--- config.mk ---
export PLATFORM = sky130hd
export DESIGN_NAME = wb_master_bridge
export DESIGN_NICKNAME = d
export VERILOG_FILES = /design/src/rtl/mio_bus_pkg.sv /design/src/rtl/wb_timeout_timer.sv /design/src/rtl/wb_master_bridge.sv
export SDC_FILE = /design/constraint.sdc
export NUM_CORES = 1
export LEC_CHECK = 0
export ABC_CLOCK_PERIOD_IN_PS = 3920
export CAP_MARGIN = 10
export CORE_MARGIN = 2
export CORE_UTILIZATION = 43
export DETAILED_ROUTE_END_ITERATION = 16
export PLACE_DENSITY_LB_ADDON = 0.25
export SYNTH_ARGS = -nofsm -noshare
export SYNTH_HDL_FRONTEND = slang
export SYNTH_HIERARCHICAL = 1
export SYNTH_SLANG_ARGS = --single-unit
--- constraint.sdc ---
create_clock -name clk -period 3.92 [get_ports clk]
set_input_delay 0.784 -clock clk [delete_from_list [all_inputs] [get_ports clk]]
set_output_delay 0.784 -clock clk [all_outputs]
set_load 0.1 [all_outputs]
--- src/rtl/mio_bus_pkg.sv ---
// Shared definitions for the MIO bus: bridge FSM encoding, error data and
// the fixed peripheral addresses decoded downstream of the bridge.
package mio_bus_pkg;

    localparam logic [1:0] ST_IDLE   = 2'd0;
    localparam logic [1:0] ST_BUS    = 2'd1;
    localparam logic [1:0] ST_RDWAIT = 2'd2;
    localparam logic [1:0] ST_DONE   = 2'd3;

    localparam logic [31:0] WB_ERR_DATA = 32'h0000_0000;

    localparam logic [31:0] GPIO_LED = 32'hFFFF_FF00;
    localparam logic [31:0] COUNTER  = 32'hFFFF_FF04;
    localparam logic [31:0] GPIO_SEG = 32'hFFFF_FE00;

endpackage

--- src/rtl/wb_timeout_timer.sv ---
// Saturating cycle counter that flags the last allowed strobe cycle of a
// Wishbone transfer; TIMEOUT of zero disables expiry.
module wb_timeout_timer #(
    parameter int unsigned TIMEOUT = 16
) (
    input  logic i_clk,
    input  logic i_rst,
    input  logic i_clear,
    input  logic i_enable,
    output logic o_expired
);

    localparam int unsigned TW = (TIMEOUT == 0) ? 1 : $clog2(TIMEOUT + 1);
    localparam logic [TW-1:0] LAST = (TIMEOUT == 0) ? '0 : TW'(TIMEOUT - 1);

    logic [TW-1:0] r_count;

    always_ff @(posedge i_clk) begin
        if (i_rst || i_clear) begin
            r_count <= '0;
        end else if (i_enable && (r_count != '1)) begin
            r_count <= r_count + 1'b1;
        end
    end

    assign o_expired = (TIMEOUT != 0) && (r_count == LAST);

endmodule

--- src/rtl/wb_master_bridge.sv ---
// CPU-side Wishbone classic initiator: one bus cycle per CPU load/store,
// optional delayed read-data capture and strobe timeout with error return.
module wb_master_bridge
    import mio_bus_pkg::*;
#(
    parameter int unsigned TIMEOUT      = 16,
    parameter int unsigned ACK_DATA_LAT = 1
) (
    input  logic        clk,
    input  logic        rst,
    input  logic        cpu_req,
    input  logic        cpu_we,
    input  logic [31:0] cpu_addr,
    input  logic [31:0] cpu_wdata,
    output logic        cpu_ready,
    output logic        cpu_done,
    output logic        cpu_err,
    output logic [31:0] cpu_rdata,
    output logic [31:0] adr_o,
    output logic [31:0] dat_o,
    output logic        we_o,
    output logic        cyc_o,
    output logic        stb_o,
    input  logic [31:0] dat_i,
    input  logic        ack_i
);

    localparam int unsigned LW = (ACK_DATA_LAT <= 1) ? 1 : $clog2(ACK_DATA_LAT + 1);
    localparam logic [LW-1:0] LAT_LOAD = (ACK_DATA_LAT == 0) ? '0 : LW'(ACK_DATA_LAT - 1);

    logic [1:0]    r_state;
    logic          r_ready;
    logic          r_done;
    logic          r_err;
    logic [31:0]   r_rdata;
    logic [31:0]   r_adr;
    logic [31:0]   r_dat;
    logic          r_we;
    logic          r_cyc;
    logic [LW-1:0] r_lat;

    logic w_timer_clr;
    logic w_timer_en;
    logic w_expired;

    assign w_timer_clr = (r_state == ST_IDLE) && cpu_req;
    assign w_timer_en  = (r_state == ST_BUS) && !ack_i;

    wb_timeout_timer #(
        .TIMEOUT (TIMEOUT)
    ) u_timer (
        .i_clk     (clk),
        .i_rst     (rst),
        .i_clear   (w_timer_clr),
        .i_enable  (w_timer_en),
        .o_expired (w_expired)
    );

    always_ff @(posedge clk) begin
        if (rst) begin
            r_state <= ST_IDLE;
            r_ready <= 1'b1;
            r_done  <= 1'b0;
            r_err   <= 1'b0;
            r_rdata <= '0;
            r_adr   <= '0;
            r_dat   <= '0;
            r_we    <= 1'b0;
            r_cyc   <= 1'b0;
            r_lat   <= '0;
        end else begin
            case (r_state)
                ST_IDLE: begin
                    if (cpu_req) begin
                        r_adr   <= cpu_addr;
                        r_dat   <= cpu_wdata;
                        r_we    <= cpu_we;
                        r_cyc   <= 1'b1;
                        r_ready <= 1'b0;
                        r_state <= ST_BUS;
                    end
                end
                ST_BUS: begin
                    // An ack arriving in the expiry cycle takes priority over the timeout.
                    if (ack_i) begin
                        r_cyc <= 1'b0;
                        if (r_we) begin
                            r_done  <= 1'b1;
                            r_state <= ST_DONE;
                        end else if (ACK_DATA_LAT == 0) begin
                            r_rdata <= dat_i;
                            r_done  <= 1'b1;
                            r_state <= ST_DONE;
                        end else begin
                            r_lat   <= LAT_LOAD;
                            r_state <= ST_RDWAIT;
                        end
                    end else if (w_expired) begin
                        r_cyc   <= 1'b0;
                        r_err   <= 1'b1;
                        r_rdata <= WB_ERR_DATA;
                        r_done  <= 1'b1;
                        r_state <= ST_DONE;
                    end
                end
                ST_RDWAIT: begin
                    if (r_lat == '0) begin
                        r_rdata <= dat_i;
                        r_done  <= 1'b1;
                        r_state <= ST_DONE;
                    end else begin
                        r_lat <= r_lat - 1'b1;
                    end
                end
                ST_DONE: begin
                    r_done  <= 1'b0;
                    r_err   <= 1'b0;
                    r_ready <= 1'b1;
                    r_state <= ST_IDLE;
                end
                default: begin
                    r_state <= ST_IDLE;
                end
            endcase
        end
    end

    // cyc and stb share one register so they can never disagree.
    assign cpu_ready = r_ready;
    assign cpu_done  = r_done;
    assign cpu_err   = r_err;
    assign cpu_rdata = r_rdata;
    assign adr_o     = r_adr;
    assign dat_o     = r_dat;
    assign we_o      = r_we;
    assign cyc_o     = r_cyc;
    assign stb_o     = r_cyc;

endmodule

==> impl_summary.md <==
Run status
The flow ran to the end, and the final reports show no timing, DRC or antenna violations.

Timing
Of the available clock period, the critical path in the final layout requires between 60 and 70%. Across the routed clock network, the largest skew measured is approximately 0.012 ns. The clock period could shrink to 2.705 ns.

The sum of negative setup slack is 0 ns. Timing would allow up to approximately 370 MHz. The slew of the pin with the lowest slew margin is between 1 and 1.5 ns. The count of endpoints failing setup in the final report is 0. The count of final hold-check violations is 0. The smallest hold slack is between 0.4 and 0.5 ns. The final-report max-slew violation count was 0. Headroom to the max-slew limit came out at a little under a third. Setup repair after global routing left no endpoint under its margin.

Route
The via count normalized by instance count is ~5.0. Before antenna repair, the detailed router went through 4 iterations. Detailed routing inserted a total of between 3,000 and 4,000 vias.

In the routed design, unresolved DRC markers number 0. The count of nets left with antenna violations after detail routing is 0. The first-iteration detailed-routing DRC count is 92. The average wire per cell in the routed design is 14.41 µm. The aggregate routed wire length is 10.54 mm.

Global route
The initial antenna violation count was 0. Entering global routing, the biggest net connects between 60 and 70 pins. The global-route usage over all layers is between 20% and 30%. For this run the aggregate overflow at the end of global routing stands at 0. Global routing used 34.82% of the available met2 tracks. Global routing consumed, on the met1 layer, 25.56% of the routing resources. The first global-routing pass estimated approximately 17 mm of wire.

The layer with the highest usage is met2. The met3 capacity usage during global routing is approximately 8.5%. The via count of the first global-routing pass was about 3,500.

Floorplan
Measured along the y axis, the die boundary spans ~100 µm. The core region area is ~0.0091 mm². Once the floorplan was initialized, standard cells occupied approximately 44% of the core. The top-level port count is approximately 200. The initialized floorplan defines 35 standard-cell rows. The die is 99.95 µm wide.

The die covers between 0.009 and 0.01 mm².

Power
For this design the ratio of total power to cell area is 774.4 mW/mm². The net switching component of the power is roughly 2.5 mW. The clock network is responsible for between 15 and 20% of the overall power. The final total power is around 4.8 mW. The cell-internal power is ~2.3 mW. In this run the static leakage power is 2.327 nW. The sequential power share is around 30%. Combinational logic burns ~55% of the power.

The largest voltage drop on the vdd net is between 0.0005 and 0.0006 V. The switching fraction of total power is about half.

Placement
The count of port buffers added during placement is slightly above 200. The HPWL after detailed placement is between 7 and 8 mm. The final RePlAce weighted congestion is ~0.77.

CTS
The clock latency at the later pin of the worst-skew pair is ~0.36 ns. The post-cts resize count is 0. TritonCTS built the clock tree. Buffers added to address setup during post-CTS repair amount to 0. The maximum level of the CTS H-tree is 3.

Clock tree synthesis found a total of 108 sinks. The number of hold buffers added after CTS was 0. The longest clock path from root to sink contains 2 buffers. The clock root buffer is sky130_fd_sc_hd__clkbuf_8. After clock tree synthesis, the clock-pin slew on the worst setup and hold paths is approximately 0.1 ns.

The number of buffers inserted during clock tree synthesis is 9.

Synth
The synthesized area is around 0.004 mm². Of all flip-flops after synthesis, the portion carrying an async set or reset was 0%. Synthesis instantiated between 40 and 50 different standard cells from the library. The register bit total from synthesis is 108. Yosys mapped a number of flops with a built-in enable equal to 0. Among all flip-flop cells after synthesis, the most frequent one is sky130_fd_sc_hd__dfxtp_1. In the synthesized netlist, the number of instances is about 430. The number of warnings issued by yosys is 6. The synthesized netlist net count is ~540. The sequential-to-total area share from yosys stat is between 50 and 60%. After synthesis, the mean cell area works out to 9.250 µm².

Worst setup path
The worst setup path is of the flop to output port kind. The number of cells on the worst reg-to-reg path is 6. The peak fanout along the critical path is 3. The critical path goes through clkdlybuf4s50_1. The worst setup path is launched from a flop. STA classifies the critical path endpoint as an output port. The reg-to-reg setup timing slack is roughly 1.6 ns. The family with the most delay on the worst path is buffers and inverters. The most critical setup path has its startpoint at cpu_err. In this design, the stage delay of the slowest critical-path cell is about 1.2 ns. The arrival time of data at the critical path endpoint is roughly 1.9 ns. The worst register-to-register path ends at cpu_rdata[28]. The buffers plus inverters on the worst setup path is 1.

The count of cell instances traversed by the critical path is 1. The startpoint identified for the worst register-to-register timing path is u_timer/r_count[0]. For the worst setup path, the data required time is about 3.1 ns. In this run the worst setup path terminates at cpu_err. The slowest stage of the critical path is the sky130_fd_sc_hd__clkdlybuf4s50_1 cell.

Final layout
In the layout the commonest cells are 201 x sky130_fd_sc_hd__clkdlybuf4s50_1, 134 x sky130_fd_sc_hd__nand2_1, 108 x sky130_fd_sc_hd__dfxtp_1. Cells with a size suffix above 1 make up approximately 8.7% of the layout. The number of antenna diodes in the final layout is 0. The final-layout fill cell count is 742. The synthesis-to-finish area growth is 56.51%. Leaving out fill and tap cells, the most frequent cell in the layout is sky130_fd_sc_hd__clkdlybuf4s50_1. In the final layout, the multi-input gates occupy about 0.0016 mm². The sequential cells in the finished layout cover a total of 0.002162 mm². In the final design database the tool counted 726 nets. Measured on the finished design, the core utilization comes to 68.35%.

Job
The tool flagged a number of max-cap violations equal to 0.

Hold path
The class of the tightest hold or removal check is flop to flop. The worst hold path passes through 2 cells.
[cells by family after synthesis]
kind of cell	synth area share [%]
multiplexers	0.9164
AO/OA/AOI/OAI	20.32
AND/OR/NAND/NOR	16.02
XOR/XNOR	0.4426
flip-flops	54.61
adder cells (fa/ha/maj)	2.845
buffers and inverters	4.836
[metrics by stage]
| stage | std cells | setup WS [ns] | area [µm²] |
|---|---|---|---|
| 4_1_cts | 731 | 1.176 | 6196 |
| 5_1_grt | 731 | 1.152 | 6196 |
| 2_1_floorplan | 428 | 1.762 | 3959 |
| 6_report | 731 | 1.215 | 6196 |
| 3_5_place_dp | 716 | 1.276 | 5978 |
| 3_3_place_gp | 716 | 1.332 | 5978 |
[sequential cells by signal (all words and copies together) (netlist names)]
name and flops:
adr_o 32, cpu_done 1, cpu_err 1, cpu_rdata 32
cpu_ready 1, cyc_o 1, dat_o 32, r_state 2
u_timer/r_count 5, we_o 1
[worst min-delay path by stage]
stage                                  start            endpoint  slack [ns]
after global routing                adr_o[1]            adr_o[1]        0.47
after detailed placement           dat_o[30]           dat_o[30]        0.45
final                               adr_o[6]            adr_o[6]        0.46
after CTS                          dat_o[30]           dat_o[30]        0.46
after global placement             dat_o[20]           dat_o[20]        0.44
after floorplan           u_timer/r_count[1]  u_timer/r_count[1]        0.45
[area by class of cell]
class | count | area share (%)
clock buffers | 9 | 1.999
clock inverters | 6 | 1.515
inverters | 6 | 0.3635
multi-input cells | 285 | 25.95
flip-flops and latches | 108 | 34.89
well taps | 111 | 2.242
repair buffers | 206 | 33.04
[cell usage after synthesis, drive strengths merged, types with 2 or more instances]
master	number	area (µm²)
dfxtp	108	2162
o21ai	2	10.01
clkbuf	13	48.80
ha	9	112.6
a211oi	2	20.02
a21oi	72	371.6
nand2b	3	26.27
and2b	2	17.52
nor2b	2	12.51
buf	16	120.1
inv	6	22.52
nand2	135	506.7
mux2	2	26.27
a22o	32	306.5
nor2	4	15.01
[power groups by stage]
stage	logic (mW)	registers, mW	clock network, mW
5_1_grt	2.76	1.45	0.806
4_1_cts	2.65	1.43	0.767
6_report	2.63	1.42	0.743
2_1_floorplan	0.624	2.86	0
3_3_place_gp	2.61	1.44	0
3_5_place_dp	2.64	1.45	0
[routing by layer]
| layer | share of wire [%] | vias up |
|---|---|---|
| met5 | 0 | - |
| met4 | 1.0 | 0 |
| met3 | 9.9 | 8 |
| met2 | 47 | 134 |
| met1 | 42 | 1670 |
| li1 | - | 1813 |
No activity file was read; power rests on OpenSTA's default activity.
